$ cat src/rtl/grf_trace.sv
// 32x32 register file with zero-cycle write forwarding and an 8-entry
// first-word-fall-through trace FIFO that logs every effective write.
module grf_trace (
  input  logic        clk,
  input  logic        reset,
  input  logic [4:0]  RA1,
  input  logic [4:0]  RA2,
  output logic [31:0] RD1,
  output logic [31:0] RD2,
  input  logic        WE,
  input  logic [4:0]  WA,
  input  logic [31:0] WD,
  input  logic [31:0] WPC,
  output logic        trace_valid,
  input  logic        trace_ready,
  output logic [31:0] trace_pc,
  output logic [4:0]  trace_addr,
  output logic [31:0] trace_data,
  output logic [3:0]  trace_count,
  output logic        trace_overflow
);

  localparam logic [3:0] DEPTH = 4'd8;

  logic [31:0] regs_q  [32];
  logic [31:0] fpc_q   [8];
  logic [4:0]  faddr_q [8];
  logic [31:0] fdata_q [8];

  logic [2:0] wptr_q, wptr_d;
  logic [2:0] rptr_q, rptr_d;
  logic [3:0] count_q, count_d;
  logic       ovf_q, ovf_d;

  logic wr_en, empty, full, pop, push;

  assign wr_en = WE && (WA != 5'd0);
  assign empty = (count_q == 4'd0);
  assign full  = (count_q == DEPTH);
  assign pop   = !empty && trace_ready;
  // A full FIFO still accepts a record when the head leaves in the same edge.
  assign push  = wr_en && (!full || pop);

  assign RD1 = (RA1 == 5'd0) ? 32'd0 : (wr_en && (WA == RA1)) ? WD : regs_q[RA1];
  assign RD2 = (RA2 == 5'd0) ? 32'd0 : (wr_en && (WA == RA2)) ? WD : regs_q[RA2];

  always_comb begin
    wptr_d  = wptr_q;
    rptr_d  = rptr_q;
    count_d = count_q;
    ovf_d   = ovf_q || (wr_en && full && !pop);
    if (push) wptr_d = wptr_q + 3'd1;
    if (pop)  rptr_d = rptr_q + 3'd1;
    if (push && !pop)      count_d = count_q + 4'd1;
    else if (pop && !push) count_d = count_q - 4'd1;
  end

  always_ff @(posedge clk) begin
    if (reset) begin
      for (int i = 0; i < 32; i++) regs_q[i] <= 32'd0;
    end else if (wr_en) begin
      regs_q[WA] <= WD;
    end
  end

  always_ff @(posedge clk) begin
    if (!reset && push) begin
      fpc_q[wptr_q]   <= WPC;
      faddr_q[wptr_q] <= WA;
      fdata_q[wptr_q] <= WD;
    end
  end

  always_ff @(posedge clk) begin
    if (reset) begin
      wptr_q  <= 3'd0;
      rptr_q  <= 3'd0;
      count_q <= 4'd0;
      ovf_q   <= 1'b0;
    end else begin
      wptr_q  <= wptr_d;
      rptr_q  <= rptr_d;
      count_q <= count_d;
      ovf_q   <= ovf_d;
    end
  end

  // Empty FIFO presents all-zero head fields rather than stale storage.
  assign trace_valid    = !empty;
  assign trace_pc       = empty ? 32'd0 : fpc_q[rptr_q];
  assign trace_addr     = empty ? 5'd0  : faddr_q[rptr_q];
  assign trace_data     = empty ? 32'd0 : fdata_q[rptr_q];
  assign trace_count    = count_q;
  assign trace_overflow = ovf_q;

endmodule

$ cat config.mk
export PLATFORM = sky130hd
export DESIGN_NAME = grf_trace
export DESIGN_NICKNAME = d
export VERILOG_FILES = /design/src/rtl/grf_trace.sv
export SDC_FILE = /design/constraint.sdc
export NUM_CORES = 2
export LEC_CHECK = 0
export ABC_CLOCK_PERIOD_IN_PS = 22000
export CAP_MARGIN = 20
export CORE_MARGIN = 2
export CORE_UTILIZATION = 50
export CTS_CLUSTER_SIZE = 24
export DETAILED_ROUTE_END_ITERATION = 16
export DONT_BUFFER_PORTS = 1
export SETUP_SLACK_MARGIN = 0.4
export SLEW_MARGIN = 20
export SYNTH_ARGS = -nofsm -noshare
export SYNTH_HDL_FRONTEND = slang
export SYNTH_SLANG_ARGS = --single-unit
$ cat constraint.sdc
create_clock -name clk -period 22 [get_ports clk]
set_clock_uncertainty 0.05 [all_clocks]
set_input_delay 4.4 -clock clk [delete_from_list [all_inputs] [get_ports clk]]
set_output_delay 4.4 -clock clk [all_outputs]
set_load 0.1 [all_outputs]
==> flow_summary.ini <==
[status]
outcome = finished, final reports clean

[placement]
port_buffers = 0
place_congestion = 0.893
dp_hpwl_um = 145000

[worst_setup_path]
endpoint_kind = output port
r2r_setup_slack_ps = 17620
worstSetupStartpoint = WA[0]
critical_path_class = in2out
worst_path_dominant_cell_family = simple AND/OR/NAND/NOR gates
critPathLaunchType = primary input
reg2reg_depth = 6
cp.required_ps = 17550
crit-reg2reg-capture = faddr_q[6][2]
worst-endpoint-arrival_ps = 7900
cp_max_fo = 54
timing.critical_path.cells = or2_1 > o41ai_4 > or3_4 > nand2_1 > o211ai_1 > buf_16
critical_path_buf_inv_count = 1
critPathMaxStageDelay_ps = 850
worst_r2r_startpoint = trace_count[2]
timing.critical_path.slowest_stage_cell = or3_4

[timing]
timing.fmax_mhz = 81.0
final_max_slew_viol_count = 0
worstMarginPinSlew_ps = 1260
setup_viol = 0
min_period_over_period_pct = 56.1
unrepaired_setup_endpoints_after_global_routing = no
hold_viol = 0
slew-limit-headroom_pct = 16.2
timing.final.crit_period_ps = 12350
fin_tns_setup_ps = 0

[power_and_ir_drop]
comb_power_share_pct = 22.2
pwr-share-seq_pct = 43.9
leakage_uw = 0.0289
p_per_area_nw_per_um2 = 94.7
cell_internal_pwr_uw = 5520
clock_power_share_pct = 33.9
vdd_ir_drop_max_mv = 0.0798
switching_fraction_of_total_power_pct = 32.2
p_total_uw = 8150
total_switching_power_uw = 2620

[grt]
grt_antenna_before_repair = 17
gr-usage-all-layers_pct = 32.2
top_usage_layer = met2
grt_pass1_vias = 45682
grt_use_met2_pct = 49.8
grt_first_pass_wirelength_um = 356000
gr-total-overflow = 0
grt_util_met3_pct = 7.02
grt_max_degree = 345
globalRouteMet1Util_pct = 43.5

[logic_synthesis]
synth_flop_cell = edfxtp_1
syn_area_um2 = 78000
ys_warn_count = 0
netlist.top_cell.by_area = edfxtp_1
syn_inst = 4886
synth_seq_area_share_pct = 61.0
yosys.area.top_type_share_pct = 60.7
postSynthRegisterBits = 1590
synth.lib_cells_used.distinct = 71
post-synth-top-count-cell = edfxtp_1
post_synth.cell_area_avg_um2 = 16.0
ys_top_cells_by_count = edfxtp_1, and2_1, mux4_2
synth_area_leaders = edfxtp_1, mux4_2, and2_1, mux2i_1, clkbuf_1
synth_enable_flop_cells = 1576
postSynth.asyncResetShare_pct = 0

[detailed_routing]
detail_route.vias_per_cell = 6.68
detailedRoute.firstPassIterationCount = 6
routed_wire_length_per_instance_um = 36.8
final_antenna_net_count = 0
num_vias = 46638
initialDrtViolationCount = 6302
detail_route.drc_violations = 0
wirelength_um = 257000

[clocking]
cts_tree = built
clock_sink_count = 1590
clock_insertion_delay_worst_skew_ps = 820
clockBufferDepth = 3
cts-root-buf = clkbuf_16
path_clk_slew_ps = 60
cts.htree.levels = 4
post_cts.resized_instances = 0
cts_inserted_buffers = 169
cts_setup_buffers = 0
cts.hold.buffers_added = 0

[floorplan]
fp-row-count = 144
floorplan.die.width_um = 399
placeable_core_region_um2 = 155000
die_h_um = 399
start_util_pct = 50.5
die-area_um2 = 159000
io-pin-count = 222

[hold_path]
min_from = rptr_q[1]
timing.hold.worst.class = reg2reg
hold_depth = 2

[finish]
filler_cell_count = 12141
layout.nets = 4883
multi_input_area_um2 = 28600
flow.area_growth_from_synthesis_pct = 10.2
register_area_um2 = 47600
post_route_cells_drive_above_1_share_pct = 23.7

[job]
cap_violations = 0
[metal layers]
| metal | share of wire [%] | vias up |
|---|---|---|
| li1 | - | 18799 |
| met1 | 38 | 24406 |
| met2 | 46 | 2866 |
| met3 | 10 | 565 |
| met4 | 5.2 | 2 |
| met5 | 0.0039 | - |
[power groups by stage]
stage                     clock network (µW)  registers [µW]  logic, µW
after floorplan                            0            3590       1480
after global placement                     0            3630       1800
after detailed placement                   0            3640       1810
after CTS                               2780            3580       1810
after global routing                    2900            3590       1870
final                                   2760            3580       1810
[cell families (layout without fill, tap and decap cells)]
logic type,Yosys count,after routing,share of synthesized area (%)
AOI/OAI and AO/OA,397,397,3.93
xor gates and xnor gates,17,17,0.191
adders and majority gates,6,6,0.106
buffers and inverters,471,484,3.62
DFF,1590,1590,61.0
muxes,956,956,20.4
other,1,38,0.00481
and+or+nand+nor,1448,1448,10.7
[how the worst max path moves through the flow]
stage	endpoint	slack, ps	cells after the start
after floorplan	RD1[30]	9530	9
after global placement	RD1[13]	9860	6
after detailed placement	RD1[13]	9850	6
after CTS	RD1[13]	9820	6
after global routing	RD1[13]	9490	6
final	RD1[13]	9650	6
[through the flow]
step                      cell area [µm²]  setup slack, ps  instances  utilization, %  hold slack [ps]
after global placement              80600             9860       6667            52.2              407
after CTS                           86000             9820       6974            55.6              434
after detailed placement            80700             9850       6667            52.2              415
after global routing                86000             9490       6974            55.6              450
after floorplan                     78100             9530       4917               -              404
final                               86000             9650       6980            55.6              432
[worst register-to-register path, cell delays in order, from the launching register on]
cell	delay, ps
dfxtp_1	1070
nor3_1	110
nand3b_1	410
nand2_1	220
or3_1	510
nor2_4	760
buf_4	800
[sequential cells by signal (all words and copies together) (netlist names), named ones only]
| register | count |
|---|---|
| regs_q | 1024 |
| fpc_q | 256 |
| wptr_q | 3 |
| faddr_q | 40 |
| trace_overflow | 1 |
| trace_count | 4 |
| fdata_q | 256 |
| rptr_q | 3 |
[final cells by class]
class                   instances  share of cell area, %
diodes                          6                 0.0175
clock buffers                 210                   5.17
clock inverters                97                   1.01
inverters                       8                 0.0349
multi-input cells            2856                   33.3
flip-flops and latches       1590                   55.4
well taps                    2044                   2.97
repair buffers                169                   2.15
[placed cells by master (no fill, tap or decap), types with 8 or more instances in the layout]
cell,instances
edfxtp_1,1576
and2_1,997
mux4_2,461
mux2i_1,402
clkbuf_16,169
buf_4,140
nor2_1,113
nor2_2,75
o22ai_1,75
mux2_2,63
a221oi_1,60
nor3_1,41
clkinv_1,38
or2_2,37
clkbuf_1,35
nand2_1,33
nor2_4,33
clkinv_2,32
conb_1,32
mux4_1,30
nor3_2,30
o21ai_0,30
a22o_1,30
buf_16,29
a221o_1,28
a22oi_1,25
nand2b_1,22
nor4_1,21
a21oi_1,19
a211oi_1,18
o21ai_1,13
a2111oi_2,11
o211ai_1,11
xnor2_1,10
a211oi_4,10
dfxtp_1,10
o221ai_1,9
o21a_1,8
o22a_1,8
Power figures use the tool's default switching activity.
